===== config.mk =====
export PLATFORM = sky130hd
export DESIGN_NAME = rom_arbiter
export DESIGN_NICKNAME = d
export VERILOG_FILES = /design/src/rtl/rom_pkg.sv /design/src/rtl/rom_tag_pipe.sv /design/src/rtl/rom_arbiter.sv
export SDC_FILE = /design/constraint.sdc
export NUM_CORES = 1
export LEC_CHECK = 0
export CORE_MARGIN = 2
export CORE_UTILIZATION = 41
export CTS_BUF_LIST = sky130_fd_sc_hd__clkbuf_8
export CTS_CLUSTER_DIAMETER = 200
export DETAILED_ROUTE_END_ITERATION = 6
export PLACE_DENSITY = 0.9
export SYNTH_ARGS = -nofsm -noshare
export SYNTH_HDL_FRONTEND = slang
export SYNTH_SLANG_ARGS = --single-unit
export TNS_END_PERCENT = 100

===== constraint.sdc =====
create_clock -name clk -period 1.5 [get_ports clk]
set_input_delay 0.3 -clock clk [delete_from_list [all_inputs] [get_ports clk]]
set_output_delay 0.3 -clock clk [all_outputs]
set_load 0.005 [all_outputs]

===== src/rtl/rom_pkg.sv =====
// -----------------------------------------------------------------------------
// rom_pkg
// Shared definitions for the GB/NES ROM arbiter: requester-id encoding, the
// response tag carried through the ROM latency pipeline, and the default
// address/data geometry of the shared ROM.
// No ports (package).
// -----------------------------------------------------------------------------
package rom_pkg;

  localparam int DEF_ADDR_W = 18;
  localparam int DEF_DATA_W = 24;
  localparam logic [DEF_ADDR_W-1:0] DEF_NES_BASE = 18'h20000;

  // Requester identity; also the meaning of the round-robin priority pointer.
  typedef enum logic {
    REQ_GB  = 1'b0,
    REQ_NES = 1'b1
  } req_id_e;

  // One tag per accepted request, travelling alongside the ROM read.
  typedef struct packed {
    logic    valid;
    req_id_e id;
  } rom_tag_t;

  localparam rom_tag_t TAG_IDLE = '{valid: 1'b0, id: REQ_GB};

endpackage : rom_pkg


===== src/rtl/rom_tag_pipe.sv =====
// -----------------------------------------------------------------------------
// rom_tag_pipe
// ROM_LAT-deep delay line of {valid, id} tags. A tag entering on tag_i leaves
// on tag_o exactly ROM_LAT cycles later, i.e. in the cycle the ROM presents
// the word for that request.
// Ports:
//   clk    - clock, rising edge
//   rst_n  - synchronous active-low reset; clears every stage
//   tag_i  - tag of the request accepted this cycle (valid=0 when none)
//   tag_o  - tag whose ROM data is on the ROM bus this cycle
// -----------------------------------------------------------------------------
module rom_tag_pipe
  import rom_pkg::*;
#(
  parameter int ROM_LAT = 2
) (
  input  logic     clk,
  input  logic     rst_n,
  input  rom_tag_t tag_i,
  output rom_tag_t tag_o
);

  rom_tag_t stage_q [ROM_LAT];

  // NOTE: every stage is reset, not just the valid bits of the first one;
  // clearing the whole line is what kills responses already in flight.
  always_ff @(posedge clk) begin
    if (!rst_n) begin
      for (int i = 0; i < ROM_LAT; i++) stage_q[i] <= TAG_IDLE;
    end else begin
      stage_q[0] <= tag_i;
      for (int i = 1; i < ROM_LAT; i++) stage_q[i] <= stage_q[i-1];
    end
  end

  assign tag_o = stage_q[ROM_LAT-1];

endmodule : rom_tag_pipe


===== src/rtl/rom_arbiter.sv =====
// -----------------------------------------------------------------------------
// rom_arbiter
// Shares one single-port, fixed-latency ROM between a GB and a NES reader.
// One request is accepted per cycle; with both pending the grant alternates.
// Responses return ROM_LAT cycles after acceptance, in acceptance order.
// Ports:
//   clk, rst_n                 - clock and synchronous active-low reset
//   gb_req_valid/addr/ready    - GB request handshake (word address)
//   gb_rsp_valid/data          - GB one-cycle response pulse and held data
//   nes_req_valid/addr/ready   - NES request handshake (offset into NES image)
//   nes_rsp_valid/data         - NES one-cycle response pulse and held data
//   rom_addr                   - ROM address (combinational on a grant)
//   rom_data                   - ROM word, valid ROM_LAT cycles after rom_addr
//   conflict_cnt               - saturating count of cycles with both pending
// -----------------------------------------------------------------------------
module rom_arbiter
  import rom_pkg::*;
#(
  parameter int                ADDR_W   = DEF_ADDR_W,
  parameter int                DATA_W   = DEF_DATA_W,
  parameter int                ROM_LAT  = 2,
  parameter logic [ADDR_W-1:0] NES_BASE = ADDR_W'(DEF_NES_BASE)
) (
  input  logic              clk,
  input  logic              rst_n,
  input  logic              gb_req_valid,
  input  logic [ADDR_W-1:0] gb_req_addr,
  output logic              gb_req_ready,
  output logic              gb_rsp_valid,
  output logic [DATA_W-1:0] gb_rsp_data,
  input  logic              nes_req_valid,
  input  logic [ADDR_W-2:0] nes_req_addr,
  output logic              nes_req_ready,
  output logic              nes_rsp_valid,
  output logic [DATA_W-1:0] nes_rsp_data,
  output logic [ADDR_W-1:0] rom_addr,
  input  logic [DATA_W-1:0] rom_data,
  output logic [15:0]       conflict_cnt
);

  req_id_e           prio_q, prio_d;
  logic [ADDR_W-1:0] rom_addr_q, rom_addr_d;
  logic [15:0]       conflict_cnt_q, conflict_cnt_d;
  logic [DATA_W-1:0] gb_data_q, nes_data_q;
  logic              gb_grant, nes_grant;
  logic              gb_fire, nes_fire;
  rom_tag_t          tag_in, tag_out;

  // Grant: sole requester wins; on contention the pointer picks. Nothing is
  // granted while reset is held so no tag can be issued then.
  // NOTE: every output of a combinational block gets a default first, so no
  // path leaves it unassigned and no latch is inferred.
  always_comb begin
    gb_grant  = 1'b0;
    nes_grant = 1'b0;
    if (rst_n) begin
      if (gb_req_valid && nes_req_valid) begin
        gb_grant  = (prio_q == REQ_GB);
        nes_grant = (prio_q == REQ_NES);
      end else begin
        gb_grant  = gb_req_valid;
        nes_grant = nes_req_valid;
      end
    end
  end

  assign gb_req_ready  = gb_grant;
  assign nes_req_ready = nes_grant;

  // Pointer always favours whoever was not granted last; idle cycles keep it.
  always_comb begin
    prio_d         = prio_q;
    rom_addr_d     = rom_addr_q;
    conflict_cnt_d = conflict_cnt_q;
    if (gb_grant) begin
      prio_d     = REQ_NES;
      rom_addr_d = gb_req_addr;
    end else if (nes_grant) begin
      prio_d     = REQ_GB;
      // Sum is ADDR_W wide, so the NES window wraps modulo the ROM size.
      rom_addr_d = NES_BASE + ADDR_W'(nes_req_addr);
    end
    if (gb_req_valid && nes_req_valid && conflict_cnt_q != 16'hFFFF) begin
      conflict_cnt_d = conflict_cnt_q + 16'd1;
    end
  end

  assign rom_addr     = rom_addr_d;
  assign conflict_cnt = conflict_cnt_q;

  assign tag_in = '{valid: gb_grant | nes_grant,
                    id:    nes_grant ? REQ_NES : REQ_GB};

  rom_tag_pipe #(
    .ROM_LAT (ROM_LAT)
  ) u_tag_pipe (
    .clk   (clk),
    .rst_n (rst_n),
    .tag_i (tag_in),
    .tag_o (tag_out)
  );

  // The tag leaving the pipe lines up with rom_data; the owner sees the word
  // directly this cycle and the register keeps it until its next response.
  assign gb_fire  = rst_n && tag_out.valid && (tag_out.id == REQ_GB);
  assign nes_fire = rst_n && tag_out.valid && (tag_out.id == REQ_NES);

  assign gb_rsp_valid  = gb_fire;
  assign nes_rsp_valid = nes_fire;
  assign gb_rsp_data   = gb_fire  ? rom_data : gb_data_q;
  assign nes_rsp_data  = nes_fire ? rom_data : nes_data_q;

  // NOTE: state registers use non-blocking assignments so every flop samples
  // the pre-edge values regardless of statement order.
  always_ff @(posedge clk) begin
    if (!rst_n) begin
      prio_q         <= REQ_GB;
      rom_addr_q     <= '0;
      conflict_cnt_q <= '0;
      gb_data_q      <= '0;
      nes_data_q     <= '0;
    end else begin
      prio_q         <= prio_d;
      rom_addr_q     <= rom_addr_d;
      conflict_cnt_q <= conflict_cnt_d;
      if (gb_fire)  gb_data_q  <= rom_data;
      if (nes_fire) nes_data_q <= rom_data;
    end
  end

endmodule : rom_arbiter


==> results of run 1 <==
[through the flow]
stage	total power (W)	setup slack [ns]
5_1_grt	0.005548	-0.5127
2_1_floorplan	0.002747	-0.07427
3_3_place_gp	0.003221	-0.9034
4_1_cts	0.005211	-0.5129
6_report	0.005373	-0.4498
3_5_place_dp	0.003244	-0.9650
[worst max-delay path, stage by stage (launching register included)]
cell	delay, ns
sky130_fd_sc_hd__dfxtp_4	0.43
sky130_fd_sc_hd__nand2b_4	0.20
sky130_fd_sc_hd__buf_8	0.15
sky130_fd_sc_hd__buf_6	0.11
sky130_fd_sc_hd__nand3_4	0.07
sky130_fd_sc_hd__a31oi_4	0.19
sky130_fd_sc_hd__buf_2	0.15
[cells by family after synthesis]
kind of cell               after synthesis
and+or+nand+nor                        148
DFF                                     87
AOI/OAI and AO/OA                       78
muxes                                   51
buffers and inverters                   38
adders and majority gates                1
[power by group through the flow]
stage	Sequential, W	Combinational (W)	Clock (W)
3_5_place_dp	0.00245	0.000790	0
3_3_place_gp	0.00245	0.000770	0
4_1_cts	0.00241	0.00107	0.00174
2_1_floorplan	0.00245	0.000301	0
6_report	0.00241	0.00123	0.00173
5_1_grt	0.00242	0.00128	0.00185
[area by class of cell]
class | count | area, um2
Timing Repair Buffer | 247 | 2414
Tap cell | 111 | 138.9
Inverter | 6 | 33.78
Timing Repair inverter | 2 | 15.01
Fill cell | 509 | 1625
Clock buffer | 9 | 123.9
Sequential cell | 87 | 1773
Clock inverter | 7 | 78.83
Multi-Input combinational cell | 278 | 2994
[registers in the layout (all words and copies together) (netlist names)]
register            count
prio_q                  1
rom_addr_q             18
nes_data_q             24
u_tag_pipe.stage_q      4
conflict_cnt           16
gb_data_q              24
[placed cells by master (no fill, tap or decap), types with 7 or more instances in the layout]
master	instances
sky130_fd_sc_hd__dfxtp_1	70
sky130_fd_sc_hd__and2_1	69
sky130_fd_sc_hd__buf_6	69
sky130_fd_sc_hd__clkdlybuf4s50_1	59
sky130_fd_sc_hd__buf_4	47
sky130_fd_sc_hd__mux2_4	29
sky130_fd_sc_hd__buf_2	26
sky130_fd_sc_hd__mux2_2	19
sky130_fd_sc_hd__a2111oi_4	17
sky130_fd_sc_hd__a31oi_4	17
sky130_fd_sc_hd__dlygate4sd2_1	16
sky130_fd_sc_hd__nand2_1	14
sky130_fd_sc_hd__nand3_4	13
sky130_fd_sc_hd__dfxtp_2	13
sky130_fd_sc_hd__clkbuf_2	12
sky130_fd_sc_hd__o21ai_1	9
sky130_fd_sc_hd__nor2_1	9
sky130_fd_sc_hd__clkbuf_8	9
sky130_fd_sc_hd__buf_12	9
sky130_fd_sc_hd__nand3_2	7
sky130_fd_sc_hd__o21ai_2	7
sky130_fd_sc_hd__a21oi_1	7
[how the worst max path moves through the flow]
stage,start,to,slack (ns),depth (start not counted)
after global routing,prio_q,rom_addr[12],-0.51,6
after CTS,u_tag_pipe.stage_q[0][2],gb_rsp_data[13],-0.51,5
after floorplan,conflict_cnt[12],conflict_cnt[11],-0.07,4
after detailed placement,gb_req_valid,rom_addr[8],-0.97,5
after global placement,gb_req_valid,rom_addr[15],-0.90,6
final,prio_q,rom_addr[6],-0.45,6
[repair_timing]
item	4_1_cts	5_1_grt
setup buffers	40	9
endpoints found under the setup margin	114	97
pin swaps	32	24
cloned	8	1
gates resized for setup	482	124
[layer usage]
layer,vias up,wire [um]
li1,1910,-
met1,2042,6037
met2,167,8132
met3,55,689
met4,0,779
met5,-,0
==> flow_metrics.py, run 1 <==
metrics = {
    "finish": {
        "final_layout_size_suffix_gt1_share_pct": 53.30,
        "postLayoutCellArea_um2": 7571,
        "final_util_pct": 82.33,
        "final_cells": 747,
        "areaGrowthSynthToFinish_pct": 96.40,
        "post_layout_nets": 695,
        "antennaDiodeCount": 0,
    },
    "clock_tree": {
        "worstSkewPairLatency_ns": 0.36,
        "root_buffer": "sky130_fd_sc_hd__clkbuf_8",
        "cts_tree": "yes",
        "cts-hold-fix-buffers": 0,
        "path_clk_slew_ns": 0.09,
        "htree_levels": 3,
        "cts_buffers": 9,
        "clock_path_buffers": 2,
        "clock-sinks": 87,
    },
    "pwr": {
        "comb_power_share_pct": 22.9,
        "ir_worst_vdd_uv": 561.1,
        "p_leak_nw": 3.163,
        "sw_pwr_w": 0.001549,
        "cellInternalPower_w": 0.003824,
        "power_per_cell_area_nw_per_um2": 709.6,
        "p_clk_share_pct": 32.2,
        "power.switching_fraction_pct": 28.83,
        "power.share.sequential_pct": 44.9,
    },
    "logic_synthesis": {
        "synth.mux.area_fraction_pct": 14.80,
        "synthFlopType": "sky130_fd_sc_hd__dfxtp_1",
        "yosys.cell_types.count": 38,
        "synth_enable_flop_cells": 0,
        "synth_adder_area_share_pct": 0.3246,
        "netlist_top_cells_area": "sky130_fd_sc_hd__dfxtp_1 45%, sky130_fd_sc_hd__mux2_2 14%, sky130_fd_sc_hd__and2_1 11%",
        "netlist_top_cells_count": "87 x sky130_fd_sc_hd__dfxtp_1, 69 x sky130_fd_sc_hd__and2_1, 48 x sky130_fd_sc_hd__mux2_2, 23 x sky130_fd_sc_hd__nand3_1, 22 x sky130_fd_sc_hd__o21ai_0",
        "synthesis.area_per_instance_um2": 9.566,
        "post_synthesis_compound_gate_area_fraction_pct": 13.15,
        "synthSimpleGateAreaFrac_pct": 22.14,
        "synth_seq_cells": 87,
        "yosys.area.top_type_share_pct": 45.18,
        "synth_xor_area_share_pct": 0,
        "number_of_nets_produced_by_synthesis": 467,
        "asyncSetResetFlopFracSynth_pct": 0,
        "netlist_area_um2": 3855,
        "synth_sequential_area_ratio_pct": 45.18,
        "synth_area_leader_cell": "sky130_fd_sc_hd__dfxtp_1",
        "warnings_synthesis": 0,
        "synth_top_family_by_area": "simple AND/OR/NAND/NOR gates",
        "post_synthesis_cell_count": 403,
        "yosys.cell_count.top_type": "sky130_fd_sc_hd__dfxtp_1",
    },
    "run": {
        "number_of_max_capacitance_violations_reported": 0,
    },
    "sta": {
        "timing.final.crit_period_ns": 1.950,
        "fin_hold_ws_ns": 0.3954,
        "slew_violations": 0,
        "post-route-worst-setup-slack_ns": -0.4498,
        "timing.slew.headroom_pct": 73.49,
        "tns_ns": -26.92,
        "max_clock_freq_ghz": 0.5129,
        "final_hold_viol_count": 0,
        "timing_worst_slew_pin_value_ns": 0.3976,
        "finalSetupViolCount": 73,
        "unrepaired_setup_endpoints_after_global_routing": "yes",
        "finClkSkew_ns": 0.01375,
        "fin_crit_sh_pct": 130.0,
    },
    "global_routing": {
        "antenna_found_initial": 0,
        "grt_util_met3_pct": 5.756,
        "grt_pass1_vias": 4430,
        "grt_first_pass_wirelength_mm": 22.64,
        "grt_use_met1_pct": 33.13,
        "global_route.usage.met2_pct": 49.03,
        "grt.busiest_layer": "met2",
        "grt_max_degree": 47,
        "grt_overflow_total": 0,
        "grt_use_total_pct": 28.41,
    },
    "outcome": {
        "violations_in_the_final_reports": "setup timing",
        "status": "finished, violations left",
    },
    "critical_path": {
        "reg2reg_depth": 5,
        "reg2reg_slack_ns": -0.08,
        "path_class": "reg -> out",
        "crit_path_start_kind": "register",
        "crit_required_ns": 1.20,
        "arrival_ns": 1.65,
        "path_max_fanout": 7,
        "reg2reg_from": "conflict_cnt[1]",
        "worst_r2r_endpoint": "conflict_cnt[13]",
        "critPathCaptureType": "output port",
    },
    "placed_design": {
        "gp_congestion": 0.8447,
        "dpl.hpwl_mm": 8.175,
        "post_dp_cell_area_um2": 5821,
        "port_buffers": 148,
        "placed_cells_incl_taps": 684,
    },
    "route": {
        "route.vias.total": 4174,
        "dr.pass1.iters": 4,
        "wire_per_inst_um": 20.94,
        "routed_vias_inst": 5.588,
        "drt_iter0_markers": 143,
        "drc_errors": 0,
        "route.antenna.remaining_nets": 0,
        "wl_mm": 15.64,
    },
    "min_path": {
        "min_delay_path_depth": 3,
        "hold-path-endpoint": "u_tag_pipe.stage_q[0][3]",
        "timing.hold.worst.start": "rst_n",
        "hold_path.class": "in -> reg",
    },
    "floorplanning": {
        "fp.dieW_um": 101.0,
        "io_pins": 149,
        "effective_utilization_at_floorplan_pct": 41.92,
        "core-area_um2": 9196,
        "rows": 35,
        "die_height_um": 101.0,
        "design.die.area_um2": 10190,
    },
}
(Power assumes the default switching activity.)
==> inputs of run 2 (changes only) <==
Settings changed: PLACE_DENSITY 0.9 to 0.89.
==> run 2 against run 1 <==
The flow still finishes with violations (setup timing). Sequential cell count did not move. Wire length fell by 0.18%. Highest routed layer unchanged. Worst hold slack gained 0.049 ns. Critical path depth is 1 lower.
==> flow_metrics.py, run 2 (synthesis gave the netlist of run 1 again) <==
metrics = {
    "min_path": {
        "timing.hold.worst.start": "u_tag_pipe.stage_q[0][1]",
        "hold_path.class": "reg -> reg",
        "hold-path-endpoint": "u_tag_pipe.stage_q[0][3]",
        "min_delay_path_depth": 1,
    },
    "finish": {
        "areaGrowthSynthToFinish_pct": 91.04,
        "most_common_library_cell_in_the_layout_ignoring_fill_and_taps": "sky130_fd_sc_hd__dfxtp_1",
        "antennaDiodeCount": 0,
        "ff_latch_area_um2": 1773,
        "multiInputGateArea_um2": 2859,
        "nFillCells": 541,
        "final_layout_size_suffix_gt1_share_pct": 52.93,
        "postLayoutCellArea_um2": 7365,
        "post_layout_nets": 691,
        "final_cells": 742,
        "largest_registers": "gb_data_q (24), nes_data_q (24), rom_addr_q (18)",
        "final_cell_mix": "70 x sky130_fd_sc_hd__dfxtp_1, 68 x sky130_fd_sc_hd__and2_1, 60 x sky130_fd_sc_hd__clkdlybuf4s50_1",
    },
    "route": {
        "wire_per_inst_um": 21.04,
        "drc_errors": 0,
        "dr.pass1.iters": 4,
        "routed_vias_inst": 5.687,
        "route.met3.wl_um": 763,
        "drt_iter0_markers": 142,
        "met2_wirelength_mm": 8.271,
        "top_layer": "met4",
        "route.vias.total": 4220,
        "wl_mm": 15.61,
        "route.antenna.remaining_nets": 0,
        "wl_met1_mm": 5.770,
    },
    "clock_tree": {
        "path_clk_slew_ns": 0.09,
        "worstSkewPairLatency_ns": 0.36,
        "root_buffer": "sky130_fd_sc_hd__clkbuf_8",
        "htree_levels": 3,
        "cts_tree": "yes",
        "cts-hold-fix-buffers": 0,
        "cts_buffers": 9,
        "clock-sinks": 87,
        "clock_path_buffers": 2,
    },
    "global_routing": {
        "grt_first_pass_wirelength_mm": 22.05,
        "grt_use_total_pct": 27.82,
        "antenna_found_initial": 0,
        "grt_pass1_vias": 4358,
        "grt_max_degree": 45,
        "grt_overflow_total": 0,
    },
    "sta": {
        "finalSetupViolCount": 79,
        "slew_violations": 0,
        "final_hold_viol_count": 0,
        "max_clock_freq_ghz": 0.5004,
        "timing.final.crit_period_ns": 1.999,
        "timing.slew.headroom_pct": 63.85,
        "post-route-worst-setup-slack_ns": -0.4985,
        "fin_crit_sh_pct": 133.2,
        "fin_hold_ws_ns": 0.4442,
        "finClkSkew_ns": 0.01213,
        "unrepaired_setup_endpoints_after_global_routing": "yes",
        "timing_worst_slew_pin_value_ns": 0.5382,
    },
    "critical_path": {
        "reg2reg_from": "conflict_cnt[1]",
        "path_max_fanout": 5,
        "arrival_ns": 1.70,
        "crit_required_ns": 1.20,
        "crit_path_start_kind": "register",
        "crit_family": "buffers and inverters",
        "critPathCaptureType": "output port",
        "reg2reg_depth": 6,
        "worst_r2r_endpoint": "conflict_cnt[10]",
        "cp_slowest_stage_delay_ns": 0.49,
        "timing.critical_path.slowest_stage_cell": "sky130_fd_sc_hd__clkdlybuf4s50_1",
        "crit_chain": "nand2_1 -> nand3_1 -> buf_6 -> inv_1 -> clkdlybuf4s50_1",
        "timing.critical_path.buf_inv": 3,
        "cp.depth": 5,
        "path_class": "reg -> out",
        "reg2reg_slack_ns": -0.15,
    },
    "outcome": {
        "violations_in_the_final_reports": "setup timing",
        "status": "finished, violations left",
    },
    "placed_design": {
        "placed_cells_incl_taps": 681,
        "dpl.hpwl_mm": 8.218,
        "post_dp_cell_area_um2": 5786,
        "port_buffers": 148,
        "gp_congestion": 0.8533,
    },
    "floorplanning": {
        "io_pins": 149,
        "die_height_um": 101.0,
        "core-area_um2": 9196,
        "design.die.area_um2": 10190,
        "fp.dieW_um": 101.0,
        "rows": 35,
        "effective_utilization_at_floorplan_pct": 41.92,
    },
    "run": {
        "number_of_max_capacitance_violations_reported": 0,
    },
    "pwr": {
        "power.total_w": 0.005240,
        "ir_worst_vdd_uv": 466.8,
        "sw_pwr_w": 0.001468,
        "p_leak_nw": 3.086,
        "comb_power_share_pct": 22.0,
        "power.switching_fraction_pct": 28.01,
        "cellInternalPower_w": 0.003772,
        "p_clk_share_pct": 31.9,
        "power.share.sequential_pct": 46.1,
        "power_per_cell_area_nw_per_um2": 711.5,
    },
}
[run 2: changes by cell type in the layout (fill, tap and decap cells not counted), moves of 7 or more]
cell                            delta
sky130_fd_sc_hd__dlygate4sd2_1     +8
sky130_fd_sc_hd__buf_4            +10
sky130_fd_sc_hd__a2111oi_4         -8
sky130_fd_sc_hd__buf_6            -17
sky130_fd_sc_hd__nand3_4          -10
sky130_fd_sc_hd__a2111oi_2         +8
sky130_fd_sc_hd__buf_2             -7
[run 2: timing repair]
action                                  CTS  global route
pin swaps                                40            19
resized for setup                       395           145
setup buffers                            36            11
endpoints found under the setup margin  114            84
gates cloned                              8             1
[run 2: power groups by stage]
stage	clock network (W)	registers (W)	logic, W
after floorplan	0	0.00245	0.000301
after global placement	0	0.00245	0.000765
after detailed placement	0	0.00246	0.000787
after CTS	0.00169	0.00241	0.000964
after global routing	0.00179	0.00242	0.00121
final	0.00167	0.00242	0.00115
[run 2: per-stage QoR]
step,utilization [%],TNS (ns),worst slack (ns)
5_1_grt,80.08,-32.55,-0.5500
4_1_cts,73.86,-28.69,-0.5425
3_5_place_dp,62.91,-54.64,-1.012
2_1_floorplan,-,-0.8259,-0.07427
3_3_place_gp,62.91,-50.58,-0.9144
6_report,80.08,-28.54,-0.4985
[run 2: area by class of cell]
type	count	share of cell area, %
Multi-Input combinational cell	278	38.82
Clock buffer	9	1.682
Sequential cell	87	24.07
Timing Repair Buffer	245	32.18
Inverter	6	0.4247
Tap cell	111	1.886
Clock inverter	6	0.9344
[run 2: worst max-delay path by stage]
stage                              from          endpoint  slack, ns
3_3_place_gp               gb_req_valid       rom_addr[4]      -0.91
6_report                         prio_q      gb_req_ready      -0.50
3_5_place_dp               gb_req_valid       rom_addr[3]      -1.01
5_1_grt                          prio_q      gb_req_ready      -0.55
2_1_floorplan          conflict_cnt[12]  conflict_cnt[11]      -0.07
4_1_cts        u_tag_pipe.stage_q[0][2]    gb_rsp_data[5]      -0.54
[run 2: metal layers]
layer	track usage [%]	up-vias
li1	-	1898
met1	32.19	2063
met5	0	-
met4	16.74	0
met2	48.26	189
met3	4.300	70
[run 2: worst register-to-register path: stages, from the launching register on]
cell,delay [ns]
sky130_fd_sc_hd__dfxtp_4,0.38
sky130_fd_sc_hd__ha_4,0.16
sky130_fd_sc_hd__and3_4,0.20
sky130_fd_sc_hd__o211ai_1,0.12
sky130_fd_sc_hd__buf_4,0.18
sky130_fd_sc_hd__or4_4,0.42
sky130_fd_sc_hd__a21oi_2,0.11
==> inputs of run 3 (changes only) <==
Settings changed: GPL_TIMING_DRIVEN from default to 0.
==> run 3 against run 2 <==
The flow still finishes with violations (setup timing). Power decreased by 3.9%. Sequential power about the same. Combinational power about the same. Clock-buffer cell count unchanged. Global-route usage increased by 0.64 points. Critical path type unchanged. Clock skew decreased by 0.0024 ns. Sequential share of layout area increased by 0.74 points.
==> flow_metrics.py, run 3 (synthesis gave the netlist of run 1 again) <==
metrics = {
    "outcome": {
        "status": "finished, violations left",
        "violations_in_the_final_reports": "setup timing",
    },
    "global_routing": {
        "antenna_found_initial": 0,
        "grt_pass1_vias": 4274,
        "grt_overflow_total": 0,
        "grt_use_total_pct": 28.46,
        "grt_first_pass_wirelength_mm": 22.38,
        "grt_max_degree": 16,
    },
    "route": {
        "routed_vias_inst": 5.744,
        "drt_iter0_markers": 226,
        "route.antenna.remaining_nets": 0,
        "route.vias.total": 4245,
        "wire_per_inst_um": 21.41,
        "wl_mm": 15.82,
        "dr.pass1.iters": 5,
        "drc_errors": 0,
    },
    "finish": {
        "antennaDiodeCount": 0,
        "areaGrowthSynthToFinish_pct": 87.93,
        "final_cell_mix": "69 x sky130_fd_sc_hd__buf_6, 68 x sky130_fd_sc_hd__dfxtp_1, 67 x sky130_fd_sc_hd__and2_1",
        "most_common_library_cell_in_the_layout_ignoring_fill_and_taps": "sky130_fd_sc_hd__buf_6",
        "postLayoutCellArea_um2": 7244,
        "post_layout_nets": 688,
        "final_layout_size_suffix_gt1_share_pct": 50.32,
        "largest_registers": "gb_data_q (24), nes_data_q (24), rom_addr_q (18)",
        "final_cells": 739,
    },
    "clock_tree": {
        "cts_buffers": 9,
        "worstSkewPairLatency_ns": 0.36,
        "clock_path_buffers": 2,
        "cts_tree": "yes",
        "path_clk_slew_ns": 0.09,
        "root_buffer": "sky130_fd_sc_hd__clkbuf_8",
        "htree_levels": 3,
        "clock-sinks": 87,
    },
    "pwr": {
        "p_leak_nw": 3.092,
        "power_per_cell_area_nw_per_um2": 695.0,
        "power.total_w": 0.005035,
        "ir_worst_vdd_uv": 412.8,
    },
    "sta": {
        "slew_violations": 0,
        "unrepaired_setup_endpoints_after_global_routing": "yes",
        "timing_worst_slew_pin_value_ns": 0.5835,
        "fin_crit_sh_pct": 138.9,
        "fin_hold_ws_ns": 0.3081,
        "finalSetupViolCount": 88,
        "tns_ns": -32.36,
        "timing.final.crit_period_ns": 2.083,
        "finClkSkew_ns": 0.009761,
        "timing.slew.headroom_pct": 61.10,
        "post-route-worst-setup-slack_ns": -0.5830,
        "final_hold_viol_count": 0,
        "max_clock_freq_ghz": 0.4801,
    },
    "placed_design": {
        "dpl.hpwl_mm": 8.112,
        "port_buffers": 146,
        "placed_cells_incl_taps": 660,
        "post_dp_cell_area_um2": 5508,
        "gp_congestion": 0.8329,
    },
    "floorplanning": {
        "core-area_um2": 9196,
        "io_pins": 149,
        "die_height_um": 101.0,
        "fp.dieW_um": 101.0,
        "rows": 35,
        "design.die.area_um2": 10190,
        "effective_utilization_at_floorplan_pct": 41.92,
    },
    "critical_path": {
        "arrival_ns": 1.78,
        "path_max_fanout": 5,
        "crit_required_ns": 1.20,
        "crit_path_start_kind": "register",
        "timing.critical_path.slowest_stage_cell": "sky130_fd_sc_hd__dfxtp_2",
        "critPathCaptureType": "output port",
        "cpMostUsedCell": "sky130_fd_sc_hd__buf_8",
        "path_class": "reg -> out",
        "cp_slowest_stage_delay_ns": 0.34,
        "crit_chain": "nand3b_1 -> buf_12 -> buf_8 -> buf_8 -> mux2_4 -> buf_6",
    },
    "min_path": {
        "hold_path.class": "in -> reg",
    },
    "run": {
        "number_of_max_capacitance_violations_reported": 0,
    },
}
## run 3: changes by cell type in the layout (fill, tap and decap cells not counted), moves of 9 or more
| cell | before | now |
|---|---|---|
| sky130_fd_sc_hd__dfxtp_4 | 4 | 13 |
| sky130_fd_sc_hd__dlygate4sd2_1 | 24 | 14 |
| sky130_fd_sc_hd__buf_2 | 19 | 32 |
| sky130_fd_sc_hd__buf_6 | 52 | 69 |
| sky130_fd_sc_hd__buf_4 | 57 | 35 |
## run 3: timing repair
item / in CTS / in global routing
hold endpoints to repair: 0 / 0
hold buffers: 0 / 0
resized for setup: 525 / 91
cloned: 4 / 1
buffers inserted: 57 / 11
endpoints found under the setup margin: 138 / 108
pin swaps: 15 / 21
## run 3: cell type report
cell class,instances,area (um2)
clock inverter,6,46.29
tap,111,138.9
sequential,87,1798
clock buffer,9,123.9
inverter,6,22.52
multi-input combinational,278,2809
buffer,29,267.8
timing repair buffer,213,2038
fill,549,1952
## run 3: final timing paths
path | from | to | slack (ns) | cells after the start
worst max-delay path | u_tag_pipe.stage_q[0][2] | gb_rsp_data[7] | -0.58 | 6
worst min-delay path | rst_n | conflict_cnt[11] | 0.31 | 3
worst max register to register | conflict_cnt[0] | conflict_cnt[14] | -0.13 | 6
worst min register to register | u_tag_pipe.stage_q[0][1] | u_tag_pipe.stage_q[0][3] | 0.46 | 1
## run 3: where the power goes
part           switching [W]  internal [W]
sequential         0.0000319       0.00236
combinational       0.000530      0.000606
clock               0.000904      0.000602
total                0.00147       0.00357
## run 3: through the flow
stage / setup WS [ns] / utilization, %
5_1_grt: -0.6072 / 78.78
3_5_place_dp: -1.172 / 59.89
2_1_floorplan: -0.07427 / -
3_3_place_gp: -1.121 / 59.89
6_report: -0.5830 / 78.78
4_1_cts: -0.5179 / 75.28
## run 3: worst max-delay path, delay by kind of cell, from the launching register on
kind,cells,cell delay [ns]
buffers and inverters,4,0.55
flip-flops,1,0.34
multiplexers,1,0.32
AND/OR/NAND/NOR,1,0.22
## run 3: metal layers
layer | up-vias | global-route usage [%] | wire (um)
met2 | 184 | 52.36 | 8399
li1 | 1895 | - | -
met4 | 0 | 14.35 | 637
met5 | - | 0 | 0
met1 | 2121 | 32.00 | 6096
met3 | 45 | 3.675 | 689
